`config.mk`:
```
export PLATFORM = sky130hd
export DESIGN_NAME = uart_rx_fifo_flat
export DESIGN_NICKNAME = d
export VERILOG_FILES = /design/src/rtl/uart_rx_fifo_if.sv /design/src/rtl/uart_rx_fifo.sv /design/src/flat_wrapper.sv
export SDC_FILE = /design/constraint.sdc
export NUM_CORES = 1
export LEC_CHECK = 0
export BUFFER_PORTS_ARGS = -buffer_cell sky130_fd_sc_hd__buf_2
export CORE_ASPECT_RATIO = 1.2
export CORE_MARGIN = 2
export CORE_UTILIZATION = 50
export CTS_BUF_LIST = sky130_fd_sc_hd__clkbuf_4
export CTS_CLUSTER_DIAMETER = 120
export DETAILED_ROUTE_END_ITERATION = 8
export PLACE_DENSITY = 0.77
export SYNTH_ARGS = -nofsm -noshare
export SYNTH_HDL_FRONTEND = slang
export SYNTH_SLANG_ARGS = --single-unit
```
`constraint.sdc`:
```
create_clock -name clk -period 2.85 [get_ports clk]
set_clock_uncertainty 0.15 [all_clocks]
set_input_delay 0.57 -clock clk [delete_from_list [all_inputs] [get_ports clk]]
set_output_delay 0.57 -clock clk [all_outputs]
set_load 0.01 [all_outputs]
```
`src/rtl/uart_rx_fifo_if.sv`:
```
// rtl/uart_rx_fifo_if.sv - show-ahead read port of the UART receive buffer
interface uart_rx_fifo_if #(
    parameter int CNT_W = 4
) ();
    logic [7:0]       o_data;
    logic             o_valid;
    logic             i_ready;
    logic [CNT_W-1:0] o_count;

    modport master (output o_data, output o_valid, output o_count, input i_ready);
    modport slave  (input o_data, input o_valid, input o_count, output i_ready);
endinterface

```
`src/rtl/uart_rx_fifo.sv`:
```
// rtl/uart_rx_fifo.sv - 8N1 UART receiver with byte buffer; UART_RX_FIFO_EN selects DEPTH-entry FIFO over holding register
module uart_rx_fifo #(
    parameter int CLK_FREQ_HZ = 100000000,
    parameter int BAUD_RATE   = 1000000,
    parameter int DEPTH       = 8
) (
    input  logic            clk,
    input  logic            resetn,
    input  logic            i_uart_rx,
    uart_rx_fifo_if.master  rx_if,
    output logic            o_overrun,
    output logic            o_frame_err,
    input  logic            i_clr_err
);
    localparam int DIV   = CLK_FREQ_HZ / BAUD_RATE;
    localparam int HALF  = DIV / 2;
    localparam int CNT_W = $clog2(DIV);
    localparam int CW    = $clog2(DEPTH) + 1;

    localparam logic [CNT_W-1:0] HALF_M1 = CNT_W'(HALF - 1);
    localparam logic [CNT_W-1:0] DIV_M1  = CNT_W'(DIV - 1);

    localparam logic [2:0] ST_IDLE  = 3'd0;
    localparam logic [2:0] ST_START = 3'd1;
    localparam logic [2:0] ST_DATA  = 3'd2;
    localparam logic [2:0] ST_STOP  = 3'd3;
    localparam logic [2:0] ST_BREAK = 3'd4;

    logic [1:0]       sync_q;
    logic             rx_s;
    logic [2:0]       state_q, state_d;
    logic [CNT_W-1:0] cnt_q, cnt_d;
    logic [2:0]       bitn_q, bitn_d;
    logic [7:0]       shreg_q, shreg_d;
    logic             push, frame_set;

    logic [CW-1:0]    count_q, count_d;
    logic             full, pop, accept, overrun_set;
    logic [7:0]       head;
    logic             overrun_q, frame_err_q;

    always_ff @(posedge clk) begin
        if (!resetn) sync_q <= 2'b11;
        else         sync_q <= {sync_q[0], i_uart_rx};
    end
    assign rx_s = sync_q[1];

    always_comb begin
        state_d   = state_q;
        cnt_d     = cnt_q;
        bitn_d    = bitn_q;
        shreg_d   = shreg_q;
        push      = 1'b0;
        frame_set = 1'b0;
        case (state_q)
            ST_IDLE: begin
                if (!rx_s) begin
                    cnt_d   = HALF_M1;
                    state_d = ST_START;
                end
            end
            ST_START: begin
                if (cnt_q != '0) begin
                    cnt_d = cnt_q - 1'b1;
                end else if (rx_s) begin
                    state_d = ST_IDLE;
                end else begin
                    cnt_d   = DIV_M1;
                    bitn_d  = 3'd0;
                    state_d = ST_DATA;
                end
            end
            ST_DATA: begin
                if (cnt_q != '0) begin
                    cnt_d = cnt_q - 1'b1;
                end else begin
                    shreg_d = {rx_s, shreg_q[7:1]};
                    cnt_d   = DIV_M1;
                    if (bitn_q == 3'd7) state_d = ST_STOP;
                    else                bitn_d  = bitn_q + 3'd1;
                end
            end
            ST_STOP: begin
                if (cnt_q != '0) begin
                    cnt_d = cnt_q - 1'b1;
                end else if (rx_s) begin
                    push    = 1'b1;
                    state_d = ST_IDLE;
                end else begin
                    frame_set = 1'b1;
                    state_d   = ST_BREAK;
                end
            end
            // A line held low must return high before a new start bit is accepted.
            ST_BREAK: begin
                if (rx_s) state_d = ST_IDLE;
            end
            default: state_d = ST_IDLE;
        endcase
    end

    always_ff @(posedge clk) begin
        if (!resetn) begin
            state_q <= ST_IDLE;
            cnt_q   <= '0;
            bitn_q  <= 3'd0;
            shreg_q <= 8'd0;
        end else begin
            state_q <= state_d;
            cnt_q   <= cnt_d;
            bitn_q  <= bitn_d;
            shreg_q <= shreg_d;
        end
    end

    assign pop         = rx_if.o_valid & rx_if.i_ready;
    assign accept      = push & (~full | pop);
    assign overrun_set = push & full & ~pop;

    always_comb begin
        count_d = count_q;
        if (accept && !pop)      count_d = count_q + 1'b1;
        else if (!accept && pop) count_d = count_q - 1'b1;
    end

`ifdef UART_RX_FIFO_EN
    localparam int PW = $clog2(DEPTH);

    logic [7:0]    mem_q [DEPTH];
    logic [PW-1:0] wr_q, rd_q;

    assign full = (count_q == CW'(DEPTH));
    assign head = mem_q[rd_q];

    always_ff @(posedge clk) begin
        if (accept) mem_q[wr_q] <= shreg_q;
    end

    always_ff @(posedge clk) begin
        if (!resetn) begin
            wr_q    <= '0;
            rd_q    <= '0;
            count_q <= '0;
        end else begin
            if (accept) wr_q <= wr_q + 1'b1;
            if (pop)    rd_q <= rd_q + 1'b1;
            count_q <= count_d;
        end
    end
`else
    logic [7:0] hold_q;

    assign full = (count_q != '0);
    assign head = hold_q;

    always_ff @(posedge clk) begin
        if (!resetn) begin
            hold_q  <= 8'd0;
            count_q <= '0;
        end else begin
            if (accept) hold_q <= shreg_q;
            count_q <= count_d;
        end
    end
`endif

    assign rx_if.o_valid = (count_q != '0);
    assign rx_if.o_data  = rx_if.o_valid ? head : 8'd0;
    assign rx_if.o_count = count_q;

    // Setting a flag takes priority over a simultaneous clear.
    always_ff @(posedge clk) begin
        if (!resetn) begin
            overrun_q   <= 1'b0;
            frame_err_q <= 1'b0;
        end else begin
            overrun_q   <= overrun_set | (overrun_q & ~i_clr_err);
            frame_err_q <= frame_set | (frame_err_q & ~i_clr_err);
        end
    end

    assign o_overrun   = overrun_q;
    assign o_frame_err = frame_err_q;
endmodule
```
`src/flat_wrapper.sv`:
```
// flat-port wrapper written by rule: the top's interface ports become plain ports
module uart_rx_fifo_flat 
#(
    parameter int CLK_FREQ_HZ = 100000000,
    parameter int BAUD_RATE   = 1000000,
    parameter int DEPTH       = 8
)
  (clk, resetn, i_uart_rx, o_overrun, o_frame_err, i_clr_err, rx_if_o_data, rx_if_o_valid, rx_if_o_count, rx_if_i_ready);
  uart_rx_fifo_if rx_if_i ();
  input  logic clk;
  input  logic resetn;
  input  logic i_uart_rx;
  output logic o_overrun;
  output logic o_frame_err;
  input  logic i_clr_err;
  output wire logic [$bits(rx_if_i.o_data)-1:0] rx_if_o_data;
  output wire logic [$bits(rx_if_i.o_valid)-1:0] rx_if_o_valid;
  output wire logic [$bits(rx_if_i.o_count)-1:0] rx_if_o_count;
  input wire logic [$bits(rx_if_i.i_ready)-1:0] rx_if_i_ready;
  assign rx_if_o_data = rx_if_i.o_data;
  assign rx_if_o_valid = rx_if_i.o_valid;
  assign rx_if_o_count = rx_if_i.o_count;
  assign rx_if_i.i_ready = rx_if_i_ready;
  uart_rx_fifo #(.CLK_FREQ_HZ(CLK_FREQ_HZ), .BAUD_RATE(BAUD_RATE), .DEPTH(DEPTH)) u_core (.clk(clk), .resetn(resetn), .i_uart_rx(i_uart_rx), .rx_if(rx_if_i), .o_overrun(o_overrun), .o_frame_err(o_frame_err), .i_clr_err(i_clr_err));
endmodule
```
# Yosys cells after proc, flatten, opt, wreduce, memory -nomap -nowiden
# Index checks and enable logic that the tools add are counted.
op_classes:
  reduce_logical: 14
  n_mux: 29
  eq_ne: 15
  bitwise_logic: 13
  n_addsub: 4
ops:
  columns: ["operator", "n"]
  rows:
  - ["$mux 7", 5]
  - ["$mux 3", 11]
  - ["$pmux 7 s4", 1]
  - ["$pmux 3 s5", 1]
  - ["$ne 2x2->1 const B", 6]
  - ["$mux 4", 2]
  - ["$mux 8", 1]
  - ["$reduce_bool 4->1", 2]
  - ["$reduce_bool 7->1", 1]
  - ["$sub 7x1->7 const B", 1]
  - ["$and 1x1->1", 6]
  - ["$eq 3x2->1 const B", 2]
  - ["$eq 3x3->1 const B", 2]
  - ["$mux 1", 6]
  - ["$ne 2x1->1 const B", 3]
  - ["$pmux 3 s2", 1]
  - ["$reduce_and 6->1", 1]
  - ["$reduce_and 5->1", 1]
  - ["$add 4x1->4 const B", 1]
  - ["$not 1->1", 4]
  - ["$reduce_and 4->1", 1]
  - ["$reduce_bool 2->1", 2]
  - ["$sub 4x1->4 const B", 1]
  - ["$add 3x1->3 const B", 1]
  - ["8 further kinds", 12]
word_totals:
  regBits: 37
  in_bits: 5
  wordCells: 84
  output_inout_bits: 15

# Longest topological paths before layout
depth:
  depth_word: 8
  depth_mapped: 13
  depth_no_buf: 12

# Worst setup path after synthesis
# No wires, ideal clock.
synth_path:
  path_kind: "register -> register"
  startpoint: "register u_core.cnt_q[0]"
  endpoint: "register u_core.count_q[3] (netlist: u_core.rx_if.o_count[3])"
  required_time_ns: 2.628
  path_stages_with_launch: 14
  path_slack_ns: -0.008
  arrival_time_ns: 2.636
  setup_ns: 0.072
  period_less_slack_ns: 2.858
  path_buffers: 1
  path_cell_list: "dfxtp_1 -> inv_1 -> ha_1 -> nor4b_2 -> nand4_1 -> clkbuf_1 -> nor2_1 -> ha_1 -> inv_1 -> ha_1 -> a21o_1 -> a21oi_1 -> mux2i_1 -> mux2i_1"
synth_via:
  elab_chain_len: 7
  elab_cells_between_ends: 9
  classes_between: "mux (3); bitwise (1); reduce/logical (5)"
synth_rtl:
  columns: ["item", "line_no", "source"]
  rows:
  - ["start: declaration", "uart_rx_fifo.sv:32", "logic [CNT_W-1:0] cnt_q, cnt_d;"]
  - ["start signal: assignment", "uart_rx_fifo.sv:110", "cnt_q <= cnt_d;"]
  - ["$reduce_bool 7->1 (*)", "uart_rx_fifo.sv:84", "if (cnt_q != '0) begin"]
  - ["$mux 1 (*)", "uart_rx_fifo.sv:84", null]
  - ["$mux 1 (*)", "uart_rx_fifo.sv:55", "case (state_q)"]
  - ["$and 1x1->1 (*)", "uart_rx_fifo.sv:117", "assign accept = push & (~full | pop);"]
  - ["via u_core.accept", "uart_rx_fifo.sv:38", "logic full, pop, accept, overrun_set;"]
  - ["$logic_not 1->1", "uart_rx_fifo.sv:123", "else if (!accept && pop) count_d = count_q - 1'b1;"]
  - ["$logic_and 1x1->1", "uart_rx_fifo.sv:123", null]
  - ["$reduce_bool 2->1 (no source line)", null, null]
  - ["end signal: assignment", "uart_rx_fifo.sv:162", "count_q <= count_d;"]
  - ["end: declaration", "uart_rx_fifo.sv:37", "logic [CW-1:0] count_q, count_d;"]
# The timed path passes the listed nets; every way through them passes the cells marked *.
# A chain may end at the register's enable or synchronous reset.

# Worst setup path in the final report
# Ends and elaborated chain as after synthesis.

==> flow_summary.json <==
{
  "ir_drop_uv": 343,
  "worst-path-buf-inv": 2,
  "die_area_sq_um": 4140,
  "synth_area_sq_um": 1820,
  "critPathMaxFanout": 5,
  "grt_max_degree": 19,
  "drc": 0,
  "numCtsBuffers": 5,
  "dp_hpwl_mm": 2.73,
  "core_area_sq_um": 3570,
  "area_growth_pct": 13.2,
  "hold_viol": 0,
  "grt_pass1_vias": 1413,
  "root_buffer": "clkbuf_4",
  "vias": 1550,
  "clockBufferDepth": 2,
  "grt_overflow": 0,
  "num_rows": 24,
  "required_ps": 2970,
  "clk_pin_slew_ps": 100,
  "whs_ps": 252,
  "drive_gt1_frac": 0.190,
  "hp-class": "input pin to flop",
  "setup_viol": 0,
  "ant_nets": 0,
  "cts.sinks": 37,
  "crit_path_cell_trace": "inv_1, ha_4, nor4b_4, nand4_1, nor2_1, ha_1, inv_1, ha_1, a21o_1, a21oi_2, mux2i_1, mux2i_1",
  "dp_cells": 262,
  "synth_cell_types": 41,
  "pre_cts_ws_ps": 76.5,
  "final_cells": 271,
  "power_frac_clock": 0.189,
  "synth_top_area_share": 0.407,
  "die_y_um": 70.1,
  "first_pass_iters": 4,
  "fill_cells": 337,
  "cp-start-kind": "flop",
  "netlist_top_cells_area": "dfxtp_1, mux2i_1, nor2_1",
  "slew_viol_final": 0,
  "insertion_delay_ps": 340,
  "antenna_found_initial": 0,
  "yosys_warnings": 0,
  "synth.avg_cell_area_sq_um": 8.75,
  "yosysTopAreaCell": "dfxtp_1",
  "place_congestion": 0.878,
  "crit_path_max_incr_delay_ps": 360,
  "ys_seq_area_frac": 0.407,
  "critPathKind": "flop to flop",
  "outcome": "finished clean",
  "syn_nets": 219,
  "synthCells": 208,
  "p_sw_uw": 503,
  "final_nets": 242,
  "p_leak_uw": 0.000860,
  "grt_usage": 0.201,
  "cp_slowest_cell": "dfxtp_2",
  "drt_iter0_markers": 51,
  "powerDensity_nw_per_um2": 662,
  "fmax_mhz": 373,
  "p_sw_frac": 0.369,
  "ioPinCount": 20,
  "routed_wl_mm": 3.79,
  "grt_pass1_wl_mm": 6.46,
  "crit_family": "adder cells",
  "period_needed_ps": 2680,
  "routed_via_density": 5.72,
  "start_util": 0.509,
  "max_slew_margin": 0.679,
  "cts_tree": "done",
  "end_kind": "flop",
  "setup_ws_ps": 168,
  "arrival_ps": 2810,
  "antenna_cells": 0,
  "worst_slew_pin_slew_ps": 479,
  "p_comb_frac": 0.367,
  "r2r_slack_ps": 170,
  "p_int_uw": 861,
  "die_width_um": 59.1,
  "synth-seq-cells": 37,
  "power_frac_seq": 0.444,
  "drv_cap": 0,
  "port_buffers": 19,
  "routedWlPerCell_um": 14.0,
  "htree_levels": 2,
  "period_share": 0.941
}
-- worst paths after layout --
| kind | startpoint | endpoint | cells after the start |
|---|---|---|---|
| worst min register to register | u_core.sync_q[0]$_SDFF_PN1_ | u_core.sync_q[1]$_SDFF_PN1_ | 1 |
| worst max-delay path | u_core.cnt_q[0]$_SDFFE_PN0P_ | u_core.rx_if.o_count[3]$_SDFFE_PN0P_ | 12 |
| worst min-delay path | i_uart_rx | u_core.sync_q[0]$_SDFF_PN1_ | 2 |
| worst max register to register | u_core.cnt_q[0]$_SDFFE_PN0P_ | u_core.rx_if.o_count[3]$_SDFFE_PN0P_ | 12 |
-- power groups by stage --
| stage | registers, uW | logic [uW] | clock network [uW] |
|---|---|---|---|
| 2_1_floorplan | 614 | 326 | 0 |
| 3_3_place_gp | 612 | 474 | 0 |
| 3_5_place_dp | 616 | 488 | 0 |
| 4_1_cts | 604 | 490 | 269 |
| 5_1_grt | 614 | 555 | 290 |
| 6_report | 606 | 501 | 257 |
-- kinds of logic after synthesis --
group	Yosys count	synth area share
AOI/OAI and AO/OA	53	0.188
xor gates and xnor gates	3	0.0144
adders and majority gates	6	0.0412
buffers and inverters	19	0.0440
DFF	37	0.407
muxes	13	0.0722
and+or+nand+nor	77	0.233
-- metal layers --
metal,GRT usage,share of wire,wire (um)
met1,0.241,0.44,1680
met2,0.327,0.49,1840
met3,0.0519,0.041,154
met4,0.0960,0.029,109
met5,0,0,0
-- layout make-up --
type	count	area (sq um)	area share
Multi-Input combinational cell	152	1030	0.500
Inverter	7	26.3	0.0128
Sequential cell	37	742	0.360
Timing Repair Buffer	28	163	0.0789
Tap cell	39	48.8	0.0237
Clock buffer	5	37.5	0.0182
Clock inverter	3	12.5	0.00607
-- repair_timing --
| item | in CTS | in global routing |
|---|---|---|
| endpoints found under the setup margin | 0 | 1 |
| gates resized for setup | 0 | 4 |
| hold buffers | 0 | 0 |
| endpoints found under the hold margin | 0 | 0 |
| buffers inserted | 0 | 1 |
-- placed cells by master, fill, tap and decap left out, types with 3 or more instances in the layout --
master    synthesis  final
a211oi_1          3      3
a21oi_1          16     15
a31oi_1           3      3
buf_2             1     19
buf_4             0      9
clkbuf_4          0      5
clkinv_1          1      3
dfxtp_1          37     36
ha_1              6      5
inv_1             6      6
mux2i_1          12     12
nand2_1           9      9
nand2b_1          4      4
nand3_1          11     11
nand4_1           4      4
nor2_1           25     25
nor2b_1           8      8
nor3_1            5      5
o211a_1           3      3
o21ai_0          11     11
-- registers in the layout, summed over array words and instances (netlist names), 2 cells and up --
name	cells
u_core.head	8
u_core.shreg_q	8
u_core.bitn_q	3
u_core.rx_if.o_count	4
u_core.sync_q	2
u_core.cnt_q	7
u_core.state_q	3
-- metrics by stage --
stage                util  instance area, sq um  power, uW  TNS [ps]
floorplan               -                  1830        939         0
global placement    0.556                  1990       1090         0
detailed placement  0.556                  1990       1100         0
CTS                 0.570                  2040       1360         0
global route        0.577                  2060       1460     -17.5
finish              0.577                  2060       1360         0
-- Yosys cell counts (all sizes together) --
master and n:
a211oi 3, a21o 2, a21oi 16, a22o 2
a2bb2oi 2, a311oi 2, a31oi 3, and2 1
buf 2, clkbuf 10, clkinv 1, dfxtp 37
ha 6, inv 6, mux2 1, mux2i 12
nand2 9, nand2b 4, nand3 11, nand4 4
nor2 25, nor2b 8, nor3 6, nor3b 1
nor4 3, nor4b 1, o2111a 1, o211a 3
o21a 2, o21ai 13, o2bb2ai 1, o31a 1
o31ai 2, or2 2, or4b 2, xnor2 2
xor2 1
No activity file was read; power rests on OpenSTA's default activity.
